[config.mk]
export PLATFORM = sky130hd
export DESIGN_NAME = peripherals_mc
export DESIGN_NICKNAME = d
export VERILOG_FILES = /design/src/rtl/peripherals_pkg.sv /design/src/rtl/periph_timer.sv /design/src/rtl/peripherals_mc.sv
export SDC_FILE = /design/constraint.sdc
export NUM_CORES = 1
export LEC_CHECK = 0
export BUFFER_PORTS_ARGS = -buffer_cell sky130_fd_sc_hd__buf_2
export CAP_MARGIN = 0
export CORE_ASPECT_RATIO = 0.6
export CORE_UTILIZATION = 45
export CTS_BUF_LIST = sky130_fd_sc_hd__clkbuf_8
export DETAILED_ROUTE_END_ITERATION = 8
export PLACE_DENSITY = 0.66
export SLEW_MARGIN = 0
export SYNTH_ARGS = -nofsm -noshare
export SYNTH_HDL_FRONTEND = slang
export SYNTH_SLANG_ARGS = --single-unit
[constraint.sdc]
create_clock -name clk -period 4.5 [get_ports clk]
set_input_delay 0.9 -clock clk [delete_from_list [all_inputs] [get_ports clk]]
set_output_delay 0.9 -clock clk [all_outputs]
set_load 0.03 [all_outputs]
[src/rtl/peripherals_pkg.sv]
// peripherals_pkg -- shared constants and types for the peripherals_mc block.
//   Register byte offsets, channel strides, PWM period and the per-timer
//   write request struct handed from the top-level decoder to periph_timer.
package peripherals_pkg;

  // Register byte offsets
  localparam logic [31:0] ADDR_DIN        = 32'h00;
  localparam logic [31:0] ADDR_DOUT       = 32'h04;
  localparam logic [31:0] ADDR_IRQ_STATUS = 32'h08;
  localparam logic [31:0] ADDR_IRQ_ENABLE = 32'h0C;
  localparam logic [31:0] ADDR_TIMER_BASE = 32'h20;
  localparam logic [31:0] ADDR_PWM_BASE   = 32'h60;

  // Channel strides and hard channel limits (address windows are sized for 4)
  localparam int TIMER_STRIDE = 16;
  localparam int PWM_STRIDE   = 4;
  localparam int MAX_TIMERS   = 4;
  localparam int MAX_PWM      = 4;

  localparam int PWM_PERIOD = 100;
  localparam int DUTY_W     = 7;   // holds 0..100

  // Word slot inside one timer's 16-byte window
  typedef enum logic [1:0] {
    TREG_PRESC = 2'd0,
    TREG_COUNT = 2'd1,
    TREG_CMP   = 2'd2,
    TREG_RSVD  = 2'd3
  } timer_reg_e;

  typedef struct packed {
    logic        presc_we;
    logic        count_we;
    logic        cmp_we;
    logic [31:0] wdata;
  } timer_wr_t;

  // Duty writes above one full period clamp to always-high
  function automatic logic [DUTY_W-1:0] sat_duty(input logic [31:0] v);
    return (v > 32'(PWM_PERIOD)) ? DUTY_W'(PWM_PERIOD) : v[DUTY_W-1:0];
  endfunction

endpackage

[src/rtl/periph_timer.sv]
// periph_timer -- one timer channel: prescaler, 32-bit counter, compare.
//   clk, rst  : clock, synchronous active-high reset
//   wr_i      : decoded register writes for this channel
//   presc_o / count_o / cmp_o : register values for readback
//   match_o   : one-cycle pulse, high in the cycle whose closing edge
//               returns COUNT to 0 on a compare match
module periph_timer
  import peripherals_pkg::*;
(
  input  logic        clk,
  input  logic        rst,
  input  timer_wr_t   wr_i,
  output logic [31:0] presc_o,
  output logic [31:0] count_o,
  output logic [31:0] cmp_o,
  output logic        match_o
);

  logic [31:0] presc_q, presc_d;
  logic [31:0] count_q, count_d;
  logic [31:0] cmp_q,   cmp_d;
  logic [31:0] pc_q,    pc_d;     // prescaler phase, 0..PRESC-1
  logic        tick;

  always_comb begin
    presc_d = presc_q;
    count_d = count_q;
    cmp_d   = cmp_q;
    pc_d    = pc_q;
    match_o = 1'b0;

    // PRESC=0 parks the channel; otherwise tick on the last prescaler phase
    tick = (presc_q != '0) && (pc_q == presc_q - 32'd1);

    if (presc_q != '0) pc_d = tick ? '0 : pc_q + 32'd1;

    if (tick) begin
      if ((cmp_q != '0) && (count_q == cmp_q)) begin
        count_d = '0;
        match_o = 1'b1;
      end else begin
        count_d = count_q + 32'd1;   // CMP=0 free-runs and wraps silently
      end
    end

    if (wr_i.cmp_we) cmp_d = wr_i.wdata;

    // A COUNT or PRESC write discards any coincident tick and its match
    if (wr_i.presc_we || wr_i.count_we) begin
      pc_d    = '0;
      match_o = 1'b0;
      count_d = wr_i.count_we ? wr_i.wdata : count_q;
    end
    if (wr_i.presc_we) presc_d = wr_i.wdata;
  end

  always_ff @(posedge clk) begin
    if (rst) begin
      presc_q <= '0;
      count_q <= '0;
      cmp_q   <= '0;
      pc_q    <= '0;
    end else begin
      presc_q <= presc_d;
      count_q <= count_d;
      cmp_q   <= cmp_d;
      pc_q    <= pc_d;
    end
  end

  assign presc_o = presc_q;
  assign count_o = count_q;
  assign cmp_o   = cmp_q;

endmodule

[src/rtl/peripherals_mc.sv]
// peripherals_mc -- memory-mapped microcontroller peripherals.
//   clk, rst      : clock, synchronous active-high reset
//   A, WD, WE     : byte address (A[1:0] ignored), write data, write strobe
//   RD            : read data, registered (one cycle after A)
//   sw, btn, ipin : asynchronous inputs, two-flop synchronized into DIN
//   dout          : DOUT register low bits
//   pwm           : N_PWM outputs, 100-cycle period, shadowed duty
//   irq           : registered OR of enabled timer match flags
module peripherals_mc
  import peripherals_pkg::*;
#(
  parameter int AW        = 8,
  parameter int N_TIMERS  = 2,
  parameter int N_PWM     = 2,
  parameter int N_OUTPUTS = 20
) (
  input  logic                 clk,
  input  logic                 rst,
  input  logic [AW-1:0]        A,
  input  logic [31:0]          WD,
  input  logic                 WE,
  output logic [31:0]          RD,
  input  logic [15:0]          sw,
  input  logic [4:0]           btn,
  input  logic [3:0]           ipin,
  output logic [N_OUTPUTS-1:0] dout,
  output logic [N_PWM-1:0]     pwm,
  output logic                 irq
);

  // ---------------- address decode ----------------
  logic [31:0] addr_w, t_off, p_off;
  logic        in_timer, in_pwm;
  logic [1:0]  t_idx, p_idx;
  timer_reg_e  t_reg;
  logic        unused_a;

  assign unused_a = ^A[1:0];
  assign addr_w   = 32'({A[AW-1:2], 2'b00});
  assign t_off    = addr_w - ADDR_TIMER_BASE;
  assign p_off    = addr_w - ADDR_PWM_BASE;
  assign in_timer = (addr_w >= ADDR_TIMER_BASE) &&
                    (addr_w <  ADDR_TIMER_BASE + 32'(MAX_TIMERS * TIMER_STRIDE));
  assign in_pwm   = (addr_w >= ADDR_PWM_BASE) &&
                    (addr_w <  ADDR_PWM_BASE + 32'(MAX_PWM * PWM_STRIDE));
  assign t_idx    = 2'(t_off >> $clog2(TIMER_STRIDE));
  assign t_reg    = timer_reg_e'(2'(t_off >> 2));
  assign p_idx    = 2'(p_off >> $clog2(PWM_STRIDE));

  // ---------------- state ----------------
  logic [24:0]                     din_meta_q, din_meta_d;
  logic [24:0]                     din_sync_q, din_sync_d;
  logic [N_OUTPUTS-1:0]            dout_q, dout_d;
  logic [N_TIMERS-1:0]             stat_q, stat_d;
  logic [N_TIMERS-1:0]             ien_q, ien_d;
  logic                            irq_q, irq_d;
  logic [31:0]                     rd_q, rd_d;
  logic [DUTY_W-1:0]               phase_q, phase_d;
  logic [N_PWM-1:0][DUTY_W-1:0]    shadow_q, shadow_d;
  logic [N_PWM-1:0][DUTY_W-1:0]    duty_q, duty_d;

  // ---------------- timers ----------------
  timer_wr_t [N_TIMERS-1:0]        tw;
  logic [N_TIMERS-1:0][31:0]       t_presc, t_count, t_cmp;
  logic [N_TIMERS-1:0]             t_match;

  always_comb begin
    tw = '0;
    for (int i = 0; i < N_TIMERS; i++) begin
      tw[i].wdata = WD;
      if (WE && in_timer && (t_idx == 2'(i))) begin
        tw[i].presc_we = (t_reg == TREG_PRESC);
        tw[i].count_we = (t_reg == TREG_COUNT);
        tw[i].cmp_we   = (t_reg == TREG_CMP);
      end
    end
  end

  for (genvar i = 0; i < N_TIMERS; i++) begin : g_tmr
    periph_timer u_tmr (
      .clk     (clk),
      .rst     (rst),
      .wr_i    (tw[i]),
      .presc_o (t_presc[i]),
      .count_o (t_count[i]),
      .cmp_o   (t_cmp[i]),
      .match_o (t_match[i])
    );
  end

  // ---------------- next-state ----------------
  always_comb begin
    din_meta_d = {ipin, btn, sw};
    din_sync_d = din_meta_q;

    dout_d = dout_q;
    if (WE && (addr_w == ADDR_DOUT)) dout_d = WD[N_OUTPUTS-1:0];

    ien_d = ien_q;
    if (WE && (addr_w == ADDR_IRQ_ENABLE)) ien_d = WD[N_TIMERS-1:0];

    // W1C first, then OR in new matches so a coincident set wins
    stat_d = stat_q;
    if (WE && (addr_w == ADDR_IRQ_STATUS)) stat_d = stat_q & ~WD[N_TIMERS-1:0];
    stat_d = stat_d | t_match;

    irq_d = |(stat_q & ien_q);

    phase_d = (phase_q == DUTY_W'(PWM_PERIOD - 1)) ? '0 : phase_q + 1'b1;

    shadow_d = shadow_q;
    duty_d   = duty_q;
    for (int i = 0; i < N_PWM; i++) begin
      if (WE && in_pwm && (p_idx == 2'(i))) shadow_d[i] = sat_duty(WD);
      // Latch the shadow only at the period boundary so periods stay whole
      if (phase_q == DUTY_W'(PWM_PERIOD - 1)) duty_d[i] = shadow_d[i];
    end
  end

  // ---------------- read mux ----------------
  always_comb begin
    rd_d = '0;
    if (addr_w == ADDR_DIN)             rd_d = 32'(din_sync_q);
    else if (addr_w == ADDR_DOUT)       rd_d = 32'(dout_q);
    else if (addr_w == ADDR_IRQ_STATUS) rd_d = 32'(stat_q);
    else if (addr_w == ADDR_IRQ_ENABLE) rd_d = 32'(ien_q);
    else if (in_timer) begin
      for (int i = 0; i < N_TIMERS; i++) begin
        if (t_idx == 2'(i)) begin
          case (t_reg)
            TREG_PRESC: rd_d = t_presc[i];
            TREG_COUNT: rd_d = t_count[i];
            TREG_CMP:   rd_d = t_cmp[i];
            default:    rd_d = '0;
          endcase
        end
      end
    end else if (in_pwm) begin
      for (int i = 0; i < N_PWM; i++) begin
        if (p_idx == 2'(i)) rd_d = 32'(shadow_q[i]);
      end
    end
  end

  always_ff @(posedge clk) begin
    if (rst) begin
      din_meta_q <= '0;
      din_sync_q <= '0;
      dout_q     <= '0;
      stat_q     <= '0;
      ien_q      <= '0;
      irq_q      <= 1'b0;
      rd_q       <= '0;
      phase_q    <= '0;
      shadow_q   <= '0;
      duty_q     <= '0;
    end else begin
      din_meta_q <= din_meta_d;
      din_sync_q <= din_sync_d;
      dout_q     <= dout_d;
      stat_q     <= stat_d;
      ien_q      <= ien_d;
      irq_q      <= irq_d;
      rd_q       <= rd_d;
      phase_q    <= phase_d;
      shadow_q   <= shadow_d;
      duty_q     <= duty_d;
    end
  end

  always_comb begin
    pwm = '0;
    for (int i = 0; i < N_PWM; i++) pwm[i] = (phase_q < duty_q[i]);
  end

  assign RD   = rd_q;
  assign dout = dout_q;
  assign irq  = irq_q;

endmodule

# Yosys cells after proc, flatten, opt, wreduce, memory -nomap -nowiden
# Index checks and enable logic that the tools add are counted.
dict set report op_classes {
  n_reduce_logical 34
  addsub 9
  magnitude_cmp 7
  n_eq_ne 14
  muxes 34
  n_bitwise 4
}
# op n
set op_table {}
lappend op_table {{$mux 32} 15}
lappend op_table {{$pmux 32 s3} 2}
lappend op_table {{$add 32x1->32 const B} 4}
lappend op_table {{$eq 32x32->1} 4}
lappend op_table {{$reduce_bool 32->1} 4}
lappend op_table {{$mux 25} 4}
lappend op_table {{$sub 32x1->32 const B} 2}
lappend op_table {{$gt 32x7->1 const B} 1}
lappend op_table {{$logic_not 32->1} 1}
lappend op_table {{$mux 7} 4}
lappend op_table {{$lt 8x7->1 const B} 2}
lappend op_table {{$logic_and 1x1->1} 15}
lappend op_table {{$lt 7x7->1} 2}
lappend op_table {{$eq 6x2->1 const B} 2}
lappend op_table {{$ge 8x6->1 const B} 1}
lappend op_table {{$ge 8x7->1 const B} 1}
lappend op_table {{$reduce_or 2->1} 4}
lappend op_table {{$add 7x1->7 const B} 1}
lappend op_table {{$eq 7x7->1 const B} 1}
lappend op_table {{$eq 2x1->1 const B} 3}
lappend op_table {{$eq 6x1->1 const B} 1}
lappend op_table {{$logic_not 2->1} 3}
lappend op_table {{$mux 1} 6}
lappend op_table {{$mux 3} 2}
lappend op_table {{other kinds (12)} 17}
dict set report word_totals {
  ff_bits 398
  wordCells 123
}

# Depth between registers and ports, before layout
# Gate-level depths: netlist (run 1).
dict set report logic_depth {
  word_depth 10
  depth_mapped 13
  ltp_nobuf 11
}

# Modules after synthesis
# Synthesis (run 1) repeated with hierarchy kept, for this count alone.
dict set report unflattened {
  hier_cells 2614
  area_unflattened_um2 22115.0
}
# mod cells_each area_per_inst_um2 instances seq_area_each_um2
set modules_own_cells {}
lappend modules_own_cells {periph_timer 900 7531.0 2 2562.5}
lappend modules_own_cells {peripherals_mc 814 7053.0 1 2842.7}

# Least setup slack after synthesis (run 1)
# Ideal clock, no wire load.
dict set report synth_timing {
  path_type {reg2reg}
  from {register g_tmr[1].u_tmr.presc_q[0]}
  to {register g_tmr[1].u_tmr.count_q[28]}
  n_path_buf 1
  path_slack_ns 1.237
  required_time_ns 4.367
  path_stages_with_launch 13
  period_less_slack_ns 3.263
  setup_ns 0.133
  arrival_ns 3.130
  cell_sequence {dfxtp_1 inv_1 ha_1 nor4b_4 nand3_1 or3_1 a22oi_1 nand3_1 or4_4 o41a_1 buf_2 a221oi_2 nor3_1}
}
dict set report synth_between {
  elab_chain_len 5
}
# item line_no
set synth_lines {}
lappend synth_lines {{start: declaration} periph_timer.sv:19} ;# logic [31:0] presc_q, presc_d;
lappend synth_lines {{start signal: assignment} periph_timer.sv:64} ;# presc_q <= presc_d;
lappend synth_lines {{$sub 32x1->32} periph_timer.sv:33} ;# tick = (presc_q != '0) && (pc_q == presc_q - 32'd1);
lappend synth_lines {{$eq 32x32->1} periph_timer.sv:33}
lappend synth_lines {{$logic_and 1x1->1 (*)} periph_timer.sv:33}
lappend synth_lines {{$reduce_bool 2->1 (no source line) (*)} -}
lappend synth_lines {{$reduce_and 2->1 (no source line) (*)} -}
lappend synth_lines {{end signal: assignment} periph_timer.sv:65} ;# count_q <= count_d;
lappend synth_lines {{end: declaration} periph_timer.sv:20} ;# logic [31:0] count_q, count_d;
# Mark *: on every way between the ends. The rest lies on a longest branch, timed or not.
# A chain may end at the register's enable or synchronous reset.

# Worst setup path after layout (run 1)
dict set report layout_timing {
  from {register g_tmr[1].u_tmr.presc_q[0]}
  to {register g_tmr[1].u_tmr.count_q[25]}
}
# Same word-level chain as after synthesis.

==> out/metrics.cfg, run 1 <==
[routing]
wl_per_cell_um = 23.58
route.detailed.drc = 0
vias = 21440
wl_mm = 81.71
drt_first_pass_iters = 6
drtIter0Drc = 3212
via_per_inst = 6.188
antenna_left = 0

[logic_synthesis]
syn_inst = 2751
synth_top_family_by_area = simple AND/OR/NAND/NOR gates
netlist.area_leader.share = 0.3666
synthMuxAreaShare = 0.06178
synthSimpleGateAreaFrac = 0.2569
yosysTopAreaCell = dfxtp_1
synth_adder_area_share = 0.01094
synth-edff-count = 0
synth_fp_nets = 2838
synth_flop_cell = dfxtp_1
synth_compound_area_frac = 0.1658
ys.warnings.count = 0
synth-seq-area-share = 0.3666
yosysUniqueCellTypes = 81
ys_async_sr_fraction = 0
synth_most_common_cell = nand2_1
ys_ff_latch = 398
yosys-top-cells-area = dfxtp_1, nand2_1, a21oi_1
syn_area_mm2 = 0.02173
synth_area_per_cell_um2 = 7.900
synth_common_cells = nand2_1, dfxtp_1, nor2_1
synth_xor_area_frac = 0.08976

[clock_network]
cts_sinks = 398
cts_buffers = 61
post_cts_buffers = 0
max-clock-path-buffers = 3
cts_resized = 0
clk_latency_ns = 0.69
hold_buffers = 0
root_buffer = clkbuf_8
cts.reportedPaths.clkPinSlew_ns = 0.07
h-tree-depth = 2
cts_tree = done

[critical_path]
cp_max_fo = 23
r2r_setup_slack_ns = 0.35
critPathLaunch = g_tmr[1].u_tmr.presc_o[0]
end_kind = flop
path_class = reg -> reg
r2r-end = g_tmr[1].u_tmr.count_o[25]
timing.rr.start = g_tmr[1].u_tmr.presc_o[0]
crit_path_start_kind = flop
crit_end = g_tmr[1].u_tmr.count_o[25]
crit_required_ns = 5.08
arrival_ns = 4.73
reg2regPathDepth = 12

[global_route]
grt_pass1_vias = 19040
antenna_found_initial = 2
overflow = 0
track_usage = 0.3244
grt_max_degree = 122
grt_pass1_wl_mm = 120.6

[timing]
slew-limit-headroom = 0.2617
clock_skew_ns = 0.04145
fmax_mhz = 241.0
hold_viol = 0
period_needed_ns = 4.149
slew_violations = 0
worstMarginPinSlew_ns = 1.096
grt_setup_unrepaired = no
fin_setup_tns_ns = 0
final-setup-viol-count = 0
fin_crit_sh = 0.9220

[floorplanning]
ios = 123
core_area_mm2 = 0.04694
start_util = 0.4630
die_w_um = 285.7
dieArea_mm2 = 0.04921
die_h_um = 172.2
rows = 61

[placement]
hpwl_mm = 60.49
placedCellCount = 3347
gp_congestion = 1.113
placed_area_mm2 = 0.02284
io_buffers = 120

[layout]
drive_gt1_frac = 0.1320
layoutNonFillerInstCount = 3465
postLayoutCellArea_mm2 = 0.02440
nNetsFinal = 2867
fillers = 4536
syn2layout_area_growth_pct = 12.26

[worst_hold_path]
hold_path.class = in -> reg

[power_and_ir_drop]
power.density_mw_per_mm2 = 333.5
leakage_uw = 0.009431
peakVddDrop_v = 0.0002439

[run_status]
outcome = completed

[flow_run]
cap_viol_max_count = 0

## layer usage
metal,track usage,share of wire,routed length (µm),up-vias
met5,0,0.00012,10,-
met4,0.06650,0.020,1608,2
met3,0.1199,0.15,12510,136
met2,0.4221,0.37,30030,1358
met1,0.4928,0.46,37560,10230
li1,-,-,-,9713
## worst min path at each step
stage               cells past startpoint     startpoint             end
global route                            2         sw[14]  din_meta_q[14]
global placement                        1  din_meta_q[4]   din_sync_q[4]
floorplan                               1  din_meta_q[0]   din_sync_q[0]
finish                                  2         btn[0]  din_meta_q[16]
CTS                                     2         btn[0]  din_meta_q[16]
detailed placement                      1  din_meta_q[2]   din_sync_q[2]
## metrics by stage
stage,utilization,hold WS (ns),total power (µW),worst slack (ns)
after global placement,0.4865,0.4182,4346,0.6179
after floorplan,-,0.4138,4091,1.237
after detailed placement,0.4865,0.4204,4357,0.5295
after global routing,0.5197,0.4239,8374,0.2637
final,0.5197,0.4379,8135,0.3512
after CTS,0.5196,0.4157,8130,0.4916
## critical path, stage by stage, from the launching register on
cell,delay (ns)
dfxtp_1,0.40
inv_1,0.09
ha_1,0.23
nor4b_4,0.47
nand3_1,0.35
or3_1,0.42
a22oi_1,0.34
nand3_1,0.18
or4_4,0.61
o41a_1,0.33
buf_4,0.24
or2_0,0.25
a21oi_1,0.13
## logic make-up (layout without fill, tap and decap cells)
family | count (synthesis) | count (layout)
and+or+nand+nor | 1156 | 1156
other | 0 | 2
muxes | 131 | 131
buffers and inverters | 260 | 342
AOI/OAI and AO/OA | 566 | 566
xor gates and xnor gates | 221 | 221
adders and majority gates | 19 | 19
DFF | 398 | 398
## registers in the layout, summed over array words and instances (netlist names)
signal	count
din_sync_q	25
duty_q	14
stat_q	2
ien_q	2
phase_q	7
shadow_q	14
dout	20
g_tmr.u_tmr.presc_o	64
g_tmr.u_tmr.cmp_o	64
RD	32
irq	1
g_tmr.u_tmr.count_o	64
g_tmr.u_tmr.pc_q	64
din_meta_q	25
## placed cells by master (no fill, tap or decap), drive strengths merged, types with 65 or more instances in the layout
cell and n:
nor4 78, buf 189, a21oi 274, o21ai 81, dfxtp 398, clkbuf 77
xnor2 92, xor2 128, nand2 400, nand3 65, nor2 291, mux2i 106
## cell type report
type	instances	area, µm²	area share
multi-input combinational	2093	12750	0.5226
sequential	398	7968	0.3266
tap	630	788.3	0.03231
timing repair buffer	189	1194	0.04893
antenna	2	5.005	0.0002051
clock buffer	77	1060	0.04344
clock inverter	39	494.2	0.02026
inverter	37	138.9	0.005693
## power by group
| part | leakage, µW | internal [µW] | switching [µW] |
|---|---|---|---|
| logic | 0.00541 | 210 | 489 |
| registers | 0.00322 | 3570 | 47.7 |
| clock network | 0.000805 | 2190 | 1630 |
Power figures use the tool's default switching activity.
==> inputs of run 2 (changes only) <==
--- a/config.mk
+++ b/config.mk
@@ -8,10 +8,12 @@
 export BUFFER_PORTS_ARGS = -buffer_cell sky130_fd_sc_hd__buf_2
 export CAP_MARGIN = 0
 export CORE_ASPECT_RATIO = 0.6
+export CORE_MARGIN = 3
 export CORE_UTILIZATION = 45
 export CTS_BUF_LIST = sky130_fd_sc_hd__clkbuf_8
 export DETAILED_ROUTE_END_ITERATION = 8
-export PLACE_DENSITY = 0.66
+export HOLD_SLACK_MARGIN = 0.1
+export PLACE_DENSITY_LB_ADDON = 0.08
 export SLEW_MARGIN = 0
 export SYNTH_ARGS = -nofsm -noshare
 export SYNTH_HDL_FRONTEND = slang
==> out/metrics.cfg, run 2 (same netlist as run 1, synthesis figures left out) <==
[run_status]
outcome = completed

[placement]
placedCellCount = 3347  ; unchanged
placed_area_mm2 = 0.02285  ; about the same
hpwl_mm = 61.34  ; +1.4%
io_buffers = 120  ; unchanged
pre_cts_ws_ns = 0.3312  ; -0.1983 ns
gp_congestion = 1.023  ; -8.1%

[layout]
antenna_cells = 0  ; -2
drive_gt1_frac = 0.1286  ; -0.003439
layoutNonFillerInstCount = 3461  ; -0.12%
final_cell_mix = nand2_1, dfxtp_1, nor2_1, a21oi_1, xor2_1
postLayoutCellArea_mm2 = 0.02422  ; -0.70%
final_common_cell = nand2_1
syn2layout_area_growth_pct = 11.47
nNetsFinal = 2872  ; +0.17%

[timing]
slew_violations = 0  ; unchanged
grt_setup_unrepaired = no
slew-limit-headroom = 0.1449  ; -0.1168
period_needed_ns = 4.252  ; +0.1032 ns
hold_viol = 0  ; unchanged
fin_crit_sh = 0.9449  ; +0.02293
whs_ns = 0.4369  ; -0.0009920 ns
clock_skew_ns = 0.04201  ; +0.0005532 ns
fmax_mhz = 235.2  ; -2.4%
fin_setup_tns_ns = 0  ; unchanged
final-setup-viol-count = 0  ; unchanged
setup_ws_ns = 0.2480  ; -0.1032 ns
worstMarginPinSlew_ns = 1.269  ; +0.1733 ns

[routing]
wl_per_cell_um = 24.14  ; +2.4%
wl_met3_mm = 11.86  ; -5.2%
highest_layer = met5
antenna_left = 0  ; unchanged
route.detailed.drc = 0  ; unchanged
met2_length_mm = 30.06  ; +0.12%
vias = 21250  ; -0.88%
drtIter0Drc = 2766  ; -14%
wl_met1_mm = 39.44  ; +5.0%
wl_mm = 83.55  ; +2.3%
drt_first_pass_iters = 6  ; unchanged
via_per_inst = 6.141  ; -0.77%

[critical_path]
end_kind = flop
worstPathCellList = inv_1, ha_1, nor4b_4, nand3_1, or3_1, a22oi_1, nand3_1, or4_4, o41a_1, buf_4, a211oi_1, nor3_1
cp_max_fo = 23  ; unchanged
cpMostUsedCell = nand3_1
max_stage_delay_ns = 0.60  ; about the same
crit_path_start_kind = flop
path_class = reg -> reg
arrival_ns = 4.77  ; +0.04 ns
crit_required_ns = 5.02  ; -0.06 ns
cpMaxStageDelayCell = or4_4

[clock_network]
cts_buffers = 66  ; +8.2%
max-clock-path-buffers = 3  ; unchanged
hold_buffers = 0  ; unchanged
post_cts_buffers = 0  ; unchanged
cts_tree = done
root_buffer = clkbuf_8
cts_sinks = 398  ; unchanged
h-tree-depth = 3  ; +1
cts.reportedPaths.clkPinSlew_ns = 0.08  ; about the same
clk_latency_ns = 0.66  ; -0.03 ns

[power_and_ir_drop]
power.density_mw_per_mm2 = 319.6  ; -4.1%
peakVddDrop_v = 0.0002666  ; +9.3%
leakage_uw = 0.009399  ; -0.34%

[floorplanning]
die_w_um = 289.7  ; +1.4%
die_h_um = 176.2  ; +2.3%
core_area_mm2 = 0.04702  ; +0.16%
start_util = 0.4622  ; -0.0007516
ios = 123  ; unchanged
dieArea_mm2 = 0.05105  ; +3.8%
rows = 61  ; unchanged

[global_route]
antenna_found_initial = 3  ; +1
overflow = 0  ; unchanged
grt_pass1_vias = 19430  ; +2.1%
grt_pass1_wl_mm = 124.4  ; +3.1%
track_usage = 0.3210  ; -0.003455
grt_max_degree = 146  ; +20%

[flow_run]
cap_viol_max_count = 0  ; unchanged

[worst_hold_path]
hold_path.class = reg -> reg

run 2: what timing repair did:
| action | in CTS | in global routing |
|---|---|---|
| endpoints found under the hold margin | 0 | 0 |
| endpoints found under the setup margin | 0 | 1 |
| resized for setup | 0 | 1 |
run 2: critical path, delay by kind of cell, from the launching register on:
family	cells	cell delay, ns
compound gates	3	1.02
simple gates	6	2.11
buf+inv	2	0.35
flops	1	0.41
fa+ha+maj	1	0.22
run 2: power by group:
group          internal [µW]  switching, µW  leakage, µW  total [µW]
logic                    210            494      0.00541         704
clock network           1770           1650     0.000768        3420
registers               3570           45.1      0.00322        3610
run 2: stage by stage:
step / util / total power (µW)
after global placement: 0.4861 / 4352
after floorplan: - / 4091
after CTS: 0.5151 / 7780
after detailed placement: 0.4861 / 4363
final: 0.5152 / 7743
after global routing: 0.5152 / 7987
run 2: final cells by class:
class                   count  area [µm²]
clock buffers              81        1115
clock inverters            33       249.0
fillers                  4596       22790
inverters                  37       138.9
multi-input cells        2093       12760
flip-flops and latches    398        7968
well taps                 630       788.3
repair buffers            189        1206
run 2: path summary, 6_finish.rpt:
check	start	endpoint	slack (ns)	cells past startpoint
worst min-delay path	din_meta_q[17]	din_sync_q[17]	0.44	1
worst min register to register	din_meta_q[17]	din_sync_q[17]	0.44	1
worst max-delay path	g_tmr[1].u_tmr.presc_o[0]	g_tmr[1].u_tmr.count_o[1]	0.25	12
worst max register to register	g_tmr[1].u_tmr.presc_o[0]	g_tmr[1].u_tmr.count_o[1]	0.25	12
run 2: layer usage:
metal | vias to the layer above | global-route usage
met5 | - | 0
met1 | 10170 | 0.5041
li1 | 9702 | -
met2 | 1205 | 0.3959
met3 | 173 | 0.1191
met4 | 2 | 0.08285
